==> config.mk <==
export PLATFORM = sky130hd
export DESIGN_NAME = mem_access_unit
export DESIGN_NICKNAME = d
export VERILOG_FILES = /design/src/rtl/mips_mem_pkg.sv /design/src/rtl/mem_align_check.sv /design/src/rtl/mem_access_unit.sv
export SDC_FILE = /design/constraint.sdc
export NUM_CORES = 1
export LEC_CHECK = 0
export CORE_MARGIN = 2
export CORE_UTILIZATION = 40
export CTS_CLUSTER_DIAMETER = 150
export CTS_CLUSTER_SIZE = 28
export DETAILED_ROUTE_END_ITERATION = 8
export GPL_ROUTABILITY_DRIVEN = 0
export HOLD_SLACK_MARGIN = 0.03
export PLACE_DENSITY_LB_ADDON = 0.08
export REMOVE_ABC_BUFFERS = 1
export SYNTH_ARGS = -nofsm -noshare
export SYNTH_HDL_FRONTEND = slang
export SYNTH_SLANG_ARGS = --single-unit
==> constraint.sdc <==
create_clock -name clock -period 1.9 [get_ports clock]
set_input_delay 0.285 -clock clock [delete_from_list [all_inputs] [get_ports clock]]
set_output_delay 0.285 -clock clock [all_outputs]
set_load 0.01 [all_outputs]
==> src/rtl/mips_mem_pkg.sv <==
`default_nettype none
// +--------------------------------------------------------------------+
// | mips_mem_pkg                                                       |
// | Shared types and constants for the MEM-stage load/store unit.      |
// | Revision: 1.0                                                      |
// +--------------------------------------------------------------------+
package mips_mem_pkg;

    typedef enum logic [1:0] {
        NONE = 2'd0,
        BYTE = 2'd1,
        HALF = 2'd2,
        WORD = 2'd3
    } mem_size_t;

    typedef enum logic [1:0] {
        IDLE  = 2'd0,
        ISSUE = 2'd1,
        HOLD  = 2'd2
    } lsu_state_t;

    localparam logic [4:0] EXC_ADEL = 5'd4;
    localparam logic [4:0] EXC_ADES = 5'd5;

endpackage
`default_nettype wire

==> src/rtl/mem_align_check.sv <==
`default_nettype none
// +--------------------------------------------------------------------+
// | mem_align_check                                                    |
// | Flags a misaligned half/word access from the low address bits.     |
// | Revision: 1.0                                                      |
// +--------------------------------------------------------------------+
module mem_align_check
    import mips_mem_pkg::*;
(
    input  logic [1:0] i_addr_lo,
    input  mem_size_t  i_size,
    output logic       o_misaligned
);

    always_comb begin
        o_misaligned = 1'b0;
        case (i_size)
            HALF:    o_misaligned = i_addr_lo[0];
            WORD:    o_misaligned = |i_addr_lo;
            default: o_misaligned = 1'b0;
        endcase
    end

endmodule
`default_nettype wire

==> src/rtl/mem_access_unit.sv <==
`default_nettype none
// +--------------------------------------------------------------------+
// | mem_access_unit                                                    |
// | MEM-stage load/store initiator: one access per request, registered |
// | alignment check and a held response handshake.                     |
// | Revision: 1.0                                                      |
// +--------------------------------------------------------------------+
module mem_access_unit
    import mips_mem_pkg::*;
#(
    parameter int ADDR_W = 32,
    parameter int DATA_W = 32
) (
    input  logic              clock,
    input  logic              reset,
    input  logic              req_valid,
    output logic              req_ready,
    input  logic              req_is_store,
    input  logic [1:0]        req_size,
    input  logic              req_sign_extend,
    input  logic [ADDR_W-1:0] req_addr,
    input  logic [DATA_W-1:0] req_wdata,
    input  logic [ADDR_W-1:0] req_pc,
    output logic [ADDR_W-1:0] mem_addr,
    output logic [DATA_W-1:0] mem_din,
    output logic [1:0]        mem_write_size,
    output logic [1:0]        mem_read_size,
    output logic              mem_read_sign_extend,
    output logic [ADDR_W-1:0] mem_pc,
    input  logic [DATA_W-1:0] mem_dout,
    output logic              resp_valid,
    input  logic              resp_ready,
    output logic [DATA_W-1:0] resp_rdata,
    output logic              resp_exc,
    output logic [4:0]        resp_exc_code,
    output logic [ADDR_W-1:0] resp_badvaddr
);

    lsu_state_t        r_state;
    lsu_state_t        w_state_next;
    logic              w_accept;
    logic              w_misaligned;

    logic              r_is_store;
    mem_size_t         r_size;
    logic              r_sign_ext;
    logic [ADDR_W-1:0] r_addr;
    logic [DATA_W-1:0] r_wdata;
    logic [ADDR_W-1:0] r_pc;

    logic [DATA_W-1:0] r_rdata;
    logic              r_exc;
    logic [4:0]        r_exc_code;
    logic [ADDR_W-1:0] r_badvaddr;

    mem_align_check u_align (
        .i_addr_lo    (r_addr[1:0]),
        .i_size       (r_size),
        .o_misaligned (w_misaligned)
    );

    always_ff @(posedge clock) begin
        if (reset) begin
            r_state <= IDLE;
        end else begin
            r_state <= w_state_next;
        end
    end

    // Memory-side outputs decode only the registered request, never req_*.
    always_comb begin
        w_state_next         = r_state;
        req_ready            = 1'b0;
        resp_valid           = 1'b0;
        mem_addr             = '0;
        mem_din              = '0;
        mem_pc               = '0;
        mem_write_size       = NONE;
        mem_read_size        = NONE;
        mem_read_sign_extend = 1'b0;
        case (r_state)
            IDLE: begin
                req_ready = ~reset;
                if (req_valid) begin
                    w_state_next = ISSUE;
                end
            end
            ISSUE: begin
                mem_addr = r_addr;
                mem_din  = r_wdata;
                mem_pc   = r_pc;
                if (!w_misaligned) begin
                    if (r_is_store) begin
                        // Gated by reset so an aborted store never commits.
                        mem_write_size = reset ? NONE : r_size;
                    end else begin
                        mem_read_size        = r_size;
                        mem_read_sign_extend = r_sign_ext;
                    end
                end
                w_state_next = HOLD;
            end
            HOLD: begin
                resp_valid = 1'b1;
                req_ready  = resp_ready & ~reset;
                if (resp_ready) begin
                    w_state_next = req_valid ? ISSUE : IDLE;
                end
            end
            default: begin
                w_state_next = IDLE;
            end
        endcase
        w_accept = req_valid & req_ready;
    end

    always_ff @(posedge clock) begin
        if (reset) begin
            r_is_store <= 1'b0;
            r_size     <= NONE;
            r_sign_ext <= 1'b0;
            r_addr     <= '0;
            r_wdata    <= '0;
            r_pc       <= '0;
            r_rdata    <= '0;
            r_exc      <= 1'b0;
            r_exc_code <= 5'd0;
            r_badvaddr <= '0;
        end else begin
            if (w_accept) begin
                r_is_store <= req_is_store;
                r_size     <= mem_size_t'(req_size);
                r_sign_ext <= req_sign_extend;
                r_addr     <= req_addr;
                r_wdata    <= req_wdata;
                r_pc       <= req_pc;
            end
            if (r_state == ISSUE) begin
                r_exc      <= w_misaligned;
                r_exc_code <= w_misaligned ? (r_is_store ? EXC_ADES : EXC_ADEL) : 5'd0;
                r_badvaddr <= w_misaligned ? r_addr : '0;
                r_rdata    <= (!w_misaligned && !r_is_store && r_size != NONE) ? mem_dout : '0;
            end
        end
    end

    assign resp_rdata    = r_rdata;
    assign resp_exc      = r_exc;
    assign resp_exc_code = r_exc_code;
    assign resp_badvaddr = r_badvaddr;

endmodule
`default_nettype wire

==> impl_metrics.csv <==
group,metric,value,unit
placement,hpwlAfterDp,14.3,mm
sta,layout_setup_ws,-0.0259,ns
critical_path,r2r_setup_slack,0.18,ns
sta,fin_crit,1.93,ns
clocking,cts_max_level,4,
synth,syn_area_per_cell,10.2,µm²
synth,yosys_warnings,0,
placement,dpl_cell_area,10400,µm²
synth,synth_xor_area_frac,0,
grt,grt_max_degree,111,
layout,syn_to_final_growth,56.7,%
critical_path,crit_fanout,6,
critical_path,cp_data_arrival_time,1.64,ns
synth,synth-simple-area-share,0.232,
critical_path,worstSetupStartpointType,"flop",
sta,hold_viol_final,0,
synth,syn_area,6990,µm²
status,outcome,"complete, but fails checks",
synth,synth_top_family_by_area,"simple AND/OR/NAND/NOR gates",
sta,setup_tns,-0.180,ns
sta,rsz0062_at_grt,"yes",
layout,drive_above_1_share,0.299,
floorplan,design.core.area,17200,µm²
sta,tightest_slew,0.514,ns
floorplan,die_h,136,µm
synth,ys_top_cells_by_area,"dfxtp_1, mux2_2, nor2b_1",
layout,multiInputGateArea,3360,µm²
floorplan,ios,309,
sta,maxSlewHeadroom,0.658,
synth,seq_area_frac_synth,0.481,
grt,grtUsageTotal,0.225,
flow_run,cap_violations,0,
layout,fin_nets,1130,
grt,grt_pass1_vias,6091,
critical_path,cp.required,1.62,ns
detailed_routing,vias_per_cell,4.90,
detailed_routing,ant_nets,0,
critical_path,crit_path_top_delay_cell,"dfxtp_2",
detailed_routing,route.detailed.drc,0,
sta,holdWs,0.203,ns
floorplan,std_cell_rows,48,
critical_path,critical_path_class,"reg -> out",
clocking,hold_buffers,0,
synth,synth_flop_cell,"dfxtp_1",
clocking,cts_buffers,17,
synth,async_flop_share,0,
critical_path,timing.rr.end,"r_wdata[5]$_SDFFE_PP0P_",
pwr,powerDensity,793,nW/µm²
pwr,p_leak,4.56,nW
grt,grt_pass1_wl,32.5,mm
clocking,cts.reportedPaths.clkPinSlew,0.06,ns
critical_path,reg2reg_from,"r_state[1]$_SDFFE_PP0P_",
critical_path,crit_path_cell_trace,"nor2b_4 > buf_8 > buf_12 > clkbuf_16 > and2_4 > buf_6",
grt,antenna_found_initial,1,
sta,finalCritPeriodShare,1.01,
synth,yosysUniqueCellTypes,29,
detailed_routing,drt-total-wl,21.6,mm
synth,ys_ff_latch,168,
critical_path,endpoint_kind,"output pin",
critical_path,reg2reg_depth,5,
min_path,hold-path-cell-count,2,
sta,skew,0.00895,ns
layout,final_area,11000,µm²
layout,fin_util,0.638,
clocking,cts_tree,"done",
sta,final-setup-viol-count,10,
synth,synth_fa_ha_area_frac,0,
synth,synth.mux.area_fraction,0.161,
synth,yosysTopAreaCell,"dfxtp_1",
detailed_routing,wl_per_cell,17.5,µm
status,violations,"negative setup slack",
sta,max_freq,519,MHz
detailed_routing,route.vias.total,6037,
placement,port_buffers,305,
placement,dp.cells,1186,
synth,synth-compound-area-share,0.0761,
critical_path,cp_slowest_stage_delay,0.35,ns
detailed_routing,drtIter0Drc,271,
layout,final_cells,1233,
clocking,numClockSinks,168,
clocking,cts-root-buf,"clkbuf_16",
sta,drv_slew,0,
synth,synthCells,686,
floorplan,die_w,136,µm
clocking,worstSkewPairLatency,0.42,ns
min_path,hp-class,"in -> reg",
floorplan,start_util,0.407,
synth,synth_edf_count,0,
layout,regArea,3370,µm²
min_path,min-delay-start,"reset",
pwr,vdd_drop_max,0.627,mV
floorplan,die_area,18500,µm²
min_path,hold_end,"resp_badvaddr[13]$_SDFFE_PP0N_",
clocking,cts_buffer_depth,2,
layout,nFillCells,1392,
synth,yosysTopAreaCellShare,0.481,
grt,grt_overflow,0,
detailed_routing,firstDrtPassIters,5,
synthesized netlist by cell type (all sizes together), types with 2 or more instances:
cell / number
nand2: 36
clkbuf: 36
nand4: 31
nor2b: 100
mux2: 99
nor2: 3
a2111oi: 3
and2: 96
nand3: 2
inv: 4
nand2b: 2
buf: 27
nor3: 4
dfxtp: 168
a22o: 32
a21oi: 35
o21ai: 2
how the worst max path moves through the flow:
stage / startpoint / end / slack, ns / cells after the start
after floorplan: resp_ready / r_addr[0]$_SDFFE_PP0P_ / -5.38 / 3
final: r_state[0]$_SDFFE_PP0P_ / mem_addr[4] / -0.03 / 6
after CTS: r_state[0]$_SDFFE_PP0P_ / mem_addr[6] / -0.09 / 5
after detailed placement: resp_ready / r_addr[14]$_SDFFE_PP0P_ / -0.21 / 6
after global placement: resp_ready / r_wdata[5]$_SDFFE_PP0P_ / -0.18 / 6
after global routing: r_state[0]$_SDFFE_PP0P_ / mem_addr[25] / -0.08 / 5
layout make-up:
class | count | area share
multi-input combinational | 453 | 0.307
clock buffer | 18 | 0.0401
inverter | 4 | 0.00137
sequential | 168 | 0.307
clock inverter | 13 | 0.0163
tap | 225 | 0.0257
timing repair buffer | 350 | 0.302
antenna | 2 | 0.000457
layer usage:
layer | vias up | track usage | wire (µm)
li1 | 2928 | - | -
met5 | - | 0 | 0
met3 | 38 | 0.0742 | 1760
met1 | 2856 | 0.265 | 8730
met2 | 215 | 0.376 | 10500
met4 | 0 | 0.0926 | 592
stage by stage:
step	power (W)	setup WS, ns
2_1_floorplan	0.00436	-5.38
3_3_place_gp	0.00499	-0.184
3_5_place_dp	0.00503	-0.208
4_1_cts	0.00869	-0.0902
5_1_grt	0.00899	-0.0796
6_report	0.00868	-0.0259
critical path: cells and delay by family (launching register included):
kind | cells | cell delay [ns]
simple gates | 2 | 0.33
flops | 1 | 0.35
buf+inv | 4 | 0.53
where the power goes:
group,total (W),internal (W),switching [W]
combinational,0.00122,0.000735,0.000485
clock,0.00365,0.00222,0.00143
sequential,0.00381,0.00371,0.0000973
state kept, by name, indices dropped and copies added, names as in the netlist:
name,flops
r_addr,32
r_pc,32
r_wdata,32
resp_badvaddr,32
resp_rdata,32
r_size,2
r_state,2
resp_exc_code,2
r_is_store,1
r_sign_ext,1
what timing repair did:
| action | in CTS | in global routing |
|---|---|---|
| pin swaps | 0 | 8 |
| resized for setup | 315 | 113 |
| gates cloned | 5 | 4 |
| endpoints found under the setup margin | 103 | 66 |
| buffers inserted | 3 | 2 |
placed cells by master, fill, tap and decap left out, types with 31 or more instances in the layout:
| cell type | count |
|---|---|
| a21oi_1 | 35 |
| a22o_1 | 32 |
| and2_1 | 83 |
| buf_2 | 53 |
| clkdlybuf4s50_1 | 201 |
| dfxtp_1 | 166 |
| mux2_2 | 99 |
| nand2_1 | 36 |
| nand4_1 | 31 |
| nor2b_1 | 99 |
logic make-up (layout without fill, tap and decap cells):
kind of cell	after synthesis	after routing
simple gates	276	276
buf+inv	67	385
compound gates	74	74
flops	168	168
mux	100	100
other cells	1	5
No activity file was read; power rests on OpenSTA's default activity.
